==> src/rtl/img_mem_arbiter.sv <==
// Image memory arbiter: copies an image from ROM into RAM after a start pulse,
// then shares the single RAM port between VGA reads (highest priority) and
// processor accesses.
module img_mem_arbiter #(
  parameter int AW        = 16,
  parameter int DW        = 32,
  parameter int IMG_WORDS = 65536
) (
  input  logic          clk,
  input  logic          reset,
  input  logic          start,
  input  logic          vga_req,
  input  logic [AW-1:0] vga_addr,
  output logic [DW-1:0] vga_rdata,
  output logic          vga_valid,
  input  logic          cpu_req,
  input  logic          cpu_we,
  input  logic [AW-1:0] cpu_addr,
  input  logic [DW-1:0] cpu_wdata,
  output logic          cpu_gnt,
  output logic [DW-1:0] cpu_rdata,
  output logic          cpu_valid,
  output logic [AW-1:0] rom_addr,
  input  logic [DW-1:0] rom_data,
  output logic [AW-1:0] ram_addr,
  output logic          ram_we,
  output logic [DW-1:0] ram_wd,
  input  logic [DW-1:0] ram_rd,
  output logic          copy_busy,
  output logic          copy_done
);

  typedef enum logic [1:0] {IDLE, FETCH, WRITE, RUN} state_t;

  localparam logic [AW-1:0] LAST = AW'(IMG_WORDS - 1);

  state_t        state, state_nxt;
  logic [AW-1:0] idx, idx_nxt;
  logic          done_nxt;
  logic          vga_gnt;
  logic          cpu_rd;
  logic          vga_vld_q, cpu_vld_q;
  logic [DW-1:0] vga_hold, cpu_hold;

  // ROM address tracks the copy index; data arrives one cycle later in WRITE.
  assign rom_addr  = idx;
  assign copy_busy = (state == FETCH) || (state == WRITE);

  // State, copy index and done flag.
  always_ff @(posedge clk) begin
    if (reset) begin
      state     <= IDLE;
      idx       <= '0;
      copy_done <= 1'b0;
    end else begin
      state     <= state_nxt;
      idx       <= idx_nxt;
      copy_done <= done_nxt;
    end
  end

  // Next-state logic; a VGA request stalls the copy in WRITE.
  always_comb begin
    state_nxt = state;
    idx_nxt   = idx;
    done_nxt  = copy_done;
    case (state)
      IDLE, RUN: begin
        if (start) begin
          state_nxt = FETCH;
          idx_nxt   = '0;
          done_nxt  = 1'b0;
        end
      end
      FETCH: state_nxt = WRITE;
      WRITE: begin
        if (!vga_req) begin
          if (idx == LAST) begin
            state_nxt = RUN;
            done_nxt  = 1'b1;
          end else begin
            state_nxt = FETCH;
            idx_nxt   = idx + AW'(1);
          end
        end
      end
      default: state_nxt = IDLE;
    endcase
  end

  // RAM port arbitration: VGA, then copy write, then CPU (RUN only).
  always_comb begin
    ram_addr = '0;
    ram_we   = 1'b0;
    ram_wd   = '0;
    vga_gnt  = 1'b0;
    cpu_gnt  = 1'b0;
    if (!reset) begin
      if (vga_req) begin
        vga_gnt  = 1'b1;
        ram_addr = vga_addr;
      end else if (state == WRITE) begin
        ram_addr = idx;
        ram_we   = 1'b1;
        ram_wd   = rom_data;
      end else if (state == RUN && cpu_req) begin
        cpu_gnt  = 1'b1;
        ram_addr = cpu_addr;
        ram_we   = cpu_we;
        ram_wd   = cpu_we ? cpu_wdata : '0;
      end
    end
  end

  assign cpu_rd = cpu_gnt && !cpu_we;

  // Read-data valid flags, one cycle after the grant (RAM read latency).
  always_ff @(posedge clk) begin
    if (reset) begin
      vga_vld_q <= 1'b0;
      cpu_vld_q <= 1'b0;
    end else begin
      vga_vld_q <= vga_gnt;
      cpu_vld_q <= cpu_rd;
    end
  end

  // Capture the returned word so read data holds between valid pulses.
  always_ff @(posedge clk) begin
    if (reset) begin
      vga_hold <= '0;
      cpu_hold <= '0;
    end else begin
      if (vga_vld_q) vga_hold <= ram_rd;
      if (cpu_vld_q) cpu_hold <= ram_rd;
    end
  end

  assign vga_valid = vga_vld_q;
  assign cpu_valid = cpu_vld_q;
  assign vga_rdata = vga_vld_q ? ram_rd : vga_hold;
  assign cpu_rdata = cpu_vld_q ? ram_rd : cpu_hold;

endmodule

==> config.mk <==
export PLATFORM = sky130hd
export DESIGN_NAME = img_mem_arbiter
export DESIGN_NICKNAME = d
export VERILOG_FILES = /design/src/rtl/img_mem_arbiter.sv
export SDC_FILE = /design/constraint.sdc
export NUM_CORES = 1
export LEC_CHECK = 0
export CAP_MARGIN = 20
export CORE_MARGIN = 4
export CORE_UTILIZATION = 35
export DETAILED_ROUTE_END_ITERATION = 7
export PLACE_DENSITY_LB_ADDON = 0.12
export REMOVE_ABC_BUFFERS = 1
export SLEW_MARGIN = 5
export SYNTH_ARGS = -nofsm -noshare
export SYNTH_HDL_FRONTEND = slang
export SYNTH_SLANG_ARGS = --single-unit
==> constraint.sdc <==
create_clock -name clk -period 2.8 [get_ports clk]
set_input_delay 0.56 -clock clk [delete_from_list [all_inputs] [get_ports clk]]
set_output_delay 0.56 -clock clk [all_outputs]
set_load 0.02 [all_outputs]
After elaboration in Yosys (flattened, before gate mapping). Cells that the tools add are included.

Flip-flop bits (word level): 85. Input port bits: 134. Output and inout port bits: 134. Word-level logic and storage cells: 58.

Add/subtract/negate cells: 1. Equal/unequal tests: 8. Mux-type cells: 32. Reductions and logical operators: 10.

Operators with widths (count): $mux W32 (7); $mux W16 (7); $pmux W16 S2 (1); $add A16 B1 Y16 const B (1); $eq A16 B16 Y1 const B (1); $mux W1 (12); $reduce_and A4 Y1 (2); $mux W2 (3); $ne A2 B2 Y1 const B (3); $pmux W2 S3 (1); $eq A2 B2 Y1 const B (2); $eq A2 B1 Y1 const B (1); $logic_and A1 B1 Y1 (2); $logic_not A2 Y1 (1); $ne A2 B1 Y1 const B (1); $pmux W1 S2 (1); $reduce_and A2 Y1 (1); $reduce_bool A2 Y1 (1); $reduce_or A2 Y1 (1); $logic_not A1 Y1 (1); $logic_or A1 B1 Y1 (1).

Logic depth before layout (Yosys ltp). Gate-level depths: netlist (run 1).

Depth in word-level cells: 7. Depth in mapped cells: 8. Gate-level depth less buffers: 6.

Least setup slack after synthesis (run 1). No wires, ideal clock.

Path kind: reg2out. From: reg state[0]. To: out ram_addr[5]. Arrival time: 1.936 ns. Data required time: 2.240 ns. Path slack: 0.304 ns. Cell stages (with the launch flop): 9. Path buffers: 2. Path through: dfxtp_1 -> inv_1 -> ha_1 -> inv_2 -> and3_1 -> clkbuf_1 -> clkbuf_1 -> a221oi_1 -> nor3_1.

Longest elaborated chain between the ends: 6. Elaborated cells on any way between the ends: 7. Those cells by class: eq/ne: 2; mux: 4; reduce/logical: 1.

Ends and longest elaborated chain: from (decl) (RTL line 37) `state_t state, state_nxt;`; from (signal assigned) (RTL line 56) `state <= state_nxt;`; $eq A2 B2 Y1 (RTL line 106) `end else if (state == RUN && cpu_req) begin`; $logic_and A1 B1 Y1 (RTL line 106); $mux W16 (RTL line 106); $mux W16 * (RTL line 102) `end else if (state == WRITE) begin`; $mux W16 * (RTL line 99) `if (vga_req) begin`; $mux W16 * (RTL line 98) `if (!reset) begin`; to (decl) (RTL line 25) `output logic [AW-1:0] ram_addr,`.

Every way passes the cells marked *; elsewhere a longest branch is shown, timed or not.

Worst setup path after layout (run 1).
From: in cpu_req. To: out ram_addr[1].

Longest elaborated chain between the ends: 5.

Ends and longest elaborated chain: from (decl) (RTL line 16) `input logic cpu_req,`; $logic_and A1 B1 Y1 (RTL line 106); $mux W16 (RTL line 106); $mux W16 (RTL line 102); $mux W16 (RTL line 99); $mux W16 (RTL line 98).

No other way between the ends.

==> results of run 1 <==
-- report_power, final --
group / leakage, nW / switching [mW] / internal (mW) / total (mW)
Sequential: 0.689 / 0.0176 / 1.24 / 1.26
Combinational: 2.18 / 0.319 / 0.392 / 0.711
Clock: 0.152 / 0.492 / 0.786 / 1.28
-- layout make-up --
| class | count | share of cell area |
|---|---|---|
| clock buffer | 9 | 0.0294 |
| inverter | 6 | 0.00294 |
| timing repair buffer | 286 | 0.366 |
| multi-input combinational | 354 | 0.338 |
| clock inverter | 7 | 0.0127 |
| tap | 172 | 0.0281 |
| sequential | 85 | 0.222 |
-- routing by layer --
| metal | share of wire | wire length, um |
|---|---|---|
| met5 | 0 | 0 |
| met4 | 0.010 | 161 |
| met3 | 0.067 | 1060 |
| met2 | 0.50 | 7870 |
| met1 | 0.43 | 6730 |
-- layout by cell type, fill, tap and decap left out, types with 4 or more instances in the layout --
| cell type | count |
|---|---|
| a221o_1 | 5 |
| buf_12 | 5 |
| a31oi_1 | 6 |
| nor2_1 | 45 |
| nor2b_1 | 82 |
| mux2_2 | 65 |
| inv_1 | 5 |
| a221oi_1 | 17 |
| a22oi_1 | 32 |
| dfxtp_1 | 85 |
| a21oi_1 | 4 |
| nand2_1 | 8 |
| nand3_1 | 7 |
| nand4_1 | 4 |
| nand2b_1 | 6 |
| clkdlybuf4s50_1 | 216 |
| dlygate4sd2_1 | 44 |
| nor3_1 | 23 |
| clkbuf_16 | 9 |
| a211oi_1 | 6 |
| buf_4 | 14 |
-- tightest hold or removal path, cell delays in order, from the launching register on --
cell and delay, ps:
dfxtp_1 310, o21ai_0 70, a21oi_1 60
-- worst paths after layout --
path | to | startpoint | slack [ps] | cells past startpoint
setup / recovery | ram_addr[1] | cpu_req | 120 | 6
hold / removal | copy_done | copy_done | 490 | 2
hold reg to reg | copy_done | copy_done | 490 | 2
setup reg to reg | rom_addr[12] | rom_addr[1] | 590 | 5
-- sequential cells by signal, summed over array words and instances, names as in the netlist --
signal / flops
state: 2
vga_hold: 32
cpu_valid: 1
copy_done: 1
vga_valid: 1
rom_addr: 16
cpu_hold: 32
-- logic make-up after synthesis --
kind of cell | after synthesis | share of synthesized area
compound gates | 95 | 0.170
flops | 85 | 0.379
buf+inv | 46 | 0.0441
mux | 65 | 0.163
fa+ha+maj | 4 | 0.0112
simple gates | 190 | 0.232
-- repair_timing --
item	in CTS	in global routing
setup endpoints to repair	49	6
resized for setup	49	11
cloned	0	0
hold buffers	0	0
endpoints found under the hold margin	0	0
==> metrics.txt, run 1 <==
met2 usage 0.353; GRT busiest layer met2; number of distinct library cells after synthesis 50; synth warn 0; Post-synth EDFFs 0; number of antenna violations at the first check in global routing 0; crit end category output port; top cell type's share of synthesized area 0.379; non-filler cells in the finished layout just over 900; peak supply drop a little under 0.0003 V; Nets 880; area of the multi-input gates roughly 2600 um2; I/O pin cnt between 200 and 300; pins over their slew limit 0; vias in the first global route ~4700; placed cells ~900; Reg area between 1500 and 2000 um2; sequential element share of the synthesized area 0.379; latest clock arrival within the worst-skew pair 330 ps; PortBufs 267; Cells after Synth about 490; Vias 4709; Root Driver clkbuf_16; CP required about 2200 ps; Bufs and invs on worst path 3; Critical Path AT 2120 ps; largest net degree at the start of global routing 54; Design Area, Final 7660 um2; dominant cell type by area after synthesis dfxtp_1; run status finished clean; Setup TNS 0 ps; max_cap viols 0; cells along the critical path clkdlybuf4s50_1 -> and3_1 -> buf_12 -> a221oi_1 -> nor3_1 -> dlygate4sd2_1; Post-Syn Area 4490 um2; cell area after placement roughly 7400 um2; clk sinks 85; Rows 41; CP max FO 13; period utilisation layout 0.955; slowest stage delay, CP between 400 and 500 ps; CTS tree yes; Die Wd approximately 120 um; final design utilization 0.609; Largest delay share family, worst path buffers and inverters; CORE AREA between 10000 and 15000 um2; GRT Total Usage 0.206; Overflow after GRT 0; Initial DRC Count 193; slowest cell on the critical path clkdlybuf4s50_1; post-DR vias/cell 5.12; Inserted Diodes 0; chip height about 120 um; synthesis-to-layout area growth 70.7%; total CTS buffers 9; first-pass detailed-route iteration total 5; post-detail-place hpwl approximately 12000 um; postcts setup bufs 0; Synth async-reset ratio 0; number of synthesized register bits between 80 and 90; critical path class in2out; Final WS setup 125 ps; drt total wl between 15000 and 20000 um; H-tree depth 3; Remaining DRCs 0; M1 GR Usage 0.263; Hold Fails Final Rpt 0; Initial Utilization 0.357; # setup viols final 0; global-route wire length before repair about 24000 um; routability cong. between 0.8 and 0.9; most common flop cell mapped by yosys dfxtp_1; worst min-delay path class reg2reg; CTS Buffer Depth 2; Place WS -157 ps; share of cells above drive strength 1 0.153; Tot Pwr 3.25 mW; post-route ant nets 0; Fin Hold WS 487 ps; Tmin final ~2700 ps; Slew HR 0.622; Slew @ Worst Pin around 560 ps; leakage between 3 and 4 nW; commonest cells in the netlist dfxtp_1, nor2b_1, mux2_2; PD cells 424 nW/um2; syn_area_per_cell around 9.3 um2; most common cell in the netlist dfxtp_1; worst clock skew around 11 ps; Clk pin slew, worst setup/hold paths 60 ps; FILL cells 1148; RSZ-0062 raised after global routing false; met3 Use GR 0.0541; synth top area cells dfxtp_1, mux2_2, nor2b_1; area of the die 14700 um2; Wirelength per Cell roughly 17 um; CP startpoint kind primary input; max frequency between 300 and 400 MHz
Note: power is estimated with default switching activity, not from simulation.
==> run 2, diff against run 1 <==
- DONT_BUFFER_PORTS: default -> 1
==> run 2 against run 1 <==
Against the previous run: sequential power hardly changed; first-iteration DRC count increased by 26%; final cell count decreased by 27%; worst setup slack improved by 19 ps; core utilization fell by 20 points; clock skew shrank 4.3 ps; largest cell class is now multi-input combinational cells; global-route usage is 3.7 points lower.
==> metrics.txt, run 2 (synthesis results as in run 1) <==
run status finished clean; Clk pin slew, worst setup/hold paths 60 ps (about the same); Remaining DRCs 0 (unchanged); Inserted Diodes 0 (unchanged); Tmin final 2660 ps (-19.1 ps); Nets 635 (-28%); most common cell after layout, fill and taps aside dfxtp_1; GRT Total Usage 0.169 (-0.0369); global-route wire length before repair 19600 um (-20%); leakage 1.91 nW (-37%); slowest stage delay, CP 380 ps (-60 ps); H-tree depth 3 (unchanged); cell area after placement 4840 um2 (-35%); Largest delay share family, worst path simple AND/OR/NAND/NOR gates; Root Driver clkbuf_16; postcts setup bufs 0 (unchanged); Rows 41 (unchanged); synthesis-to-layout area growth 14.7%; final design utilization 0.410 (-0.200); clk sinks 85 (unchanged); Critical Path AT 2100 ps (-20 ps); Fin Hold WS 289 ps (-197 ps); RSZ-0062 raised after global routing false; CP max FO 24 (+11); Hold Fails Final Rpt 0 (unchanged); critical path class reg2out; CP required 2240 ps (about the same); area of the die 14700 um2 (unchanged); Initial Utilization 0.357 (unchanged); Wirelength per Cell 19.8 um (+15%); largest net degree at the start of global routing 95 (+76%); Die Wd 121 um (unchanged); CTS Buffer Depth 2 (unchanged); # setup viols final 0 (unchanged); Clock Power Share 0.416 (+0.023); first-pass detailed-route iteration total 7 (+2); vias in the first global route 3531 (-25%); peak supply drop 0.000207 V (-28%); worst clock skew 7.09 ps (-4.27 ps); commonest non-fill, non-tap cells in the layout dfxtp_1, nor2b_1, mux2_2; switch share 0.263 (+0.00753); max_cap viols 0 (unchanged); Vias 3789 (-20%); Slew HR 0.608 (-0.0137); crit end category output port; post-route ant nets 0 (unchanged); post-DR vias/cell 5.62 (+9.7%); post-detail-place hpwl 9760 um (-19%); period utilisation layout 0.949 (-0.00684); max frequency 376 MHz (+0.72%); routability cong. 0.791 (-2.5%); placed cells 658 (-27%); Overflow after GRT 0 (unchanged); slowest cell on the critical path dfxtp_1; Design Area, Final 5150 um2 (-33%); pins over their slew limit 0 (unchanged); non-filler cells in the finished layout 674 (-27%); worst min-delay path class in2reg; Seq pwr share 0.443 (+0.055); number of antenna violations at the first check in global routing 0 (unchanged); I/O pin cnt 268 (unchanged); Bufs and invs on worst path 1 (-2); Initial DRC Count 243 (+26%); CORE AREA 12600 um2 (unchanged); Slew @ Worst Pin 583 ps (+20.4 ps); PortBufs 0 (-100%); latest clock arrival within the worst-skew pair 340 ps (about the same); total CTS buffers 9 (unchanged); chip height 121 um (unchanged); logic gate share of total power 0.141 (-0.078); P_int 2.09 mW (-14%); CTS tree yes; drt total wl 13300 um (-16%); CP startpoint kind flip-flop; cells along the critical path ha_1 -> nand3_1 -> nor2_2 -> buf_4 -> a22oi_1 -> nor2_1; PD cells 550 nW/um2 (+30%); switching pwr 0.744 mW (-10%); share of cells above drive strength 1 0.269 (+0.116)
-- run 2: path summary, 6_finish.rpt --
check / slack, ps / depth (start not counted) / endpoint / from
setup / recovery: 140 / 6 / ram_wd[10] / state[0]
hold / removal: 290 / 1 / copy_done / reset
setup reg to reg: 700 / 5 / rom_addr[14] / rom_addr[0]
hold reg to reg: 540 / 2 / state[1] / state[1]
-- run 2: final cells by class --
cell class | count | area (um2)
inverter | 6 | 22.5
fill | 1264 | 7420
sequential | 85 | 1700
multi-input combinational | 354 | 2600
tap | 172 | 215
clock buffer | 11 | 233
clock inverter | 5 | 61.3
timing repair buffer | 41 | 312
-- run 2: power groups by stage --
stage | Combinational, mW | Sequential [mW] | Clock (mW)
6_report | 0.400 | 1.25 | 1.18
5_1_grt | 0.435 | 1.26 | 1.28
4_1_cts | 0.402 | 1.25 | 1.22
3_5_place_dp | 0.401 | 1.28 | 0
3_3_place_gp | 0.398 | 1.28 | 0
2_1_floorplan | 0.287 | 1.29 | 0
-- run 2: through the flow --
step	setup TNS (ps)	total power [mW]	worst slack, ps
2_1_floorplan	-18970	1.58	-523
3_3_place_gp	0	1.68	535
3_5_place_dp	0	1.68	514
4_1_cts	0	2.88	141
5_1_grt	0	2.97	0.485
6_report	0	2.83	144
-- run 2: layer usage --
metal | track usage | vias up | share of wire
met5 | 0 | - | 0
met4 | 0.0315 | 0 | 0.0057
met3 | 0.0713 | 8 | 0.11
met2 | 0.273 | 190 | 0.47
met1 | 0.213 | 1810 | 0.41
li1 | - | 1781 | -
-- run 2: repair_timing --
action,4_1_cts,5_1_grt
gates resized for setup,0,4
hold buffers,0,0
setup endpoints to repair,0,6
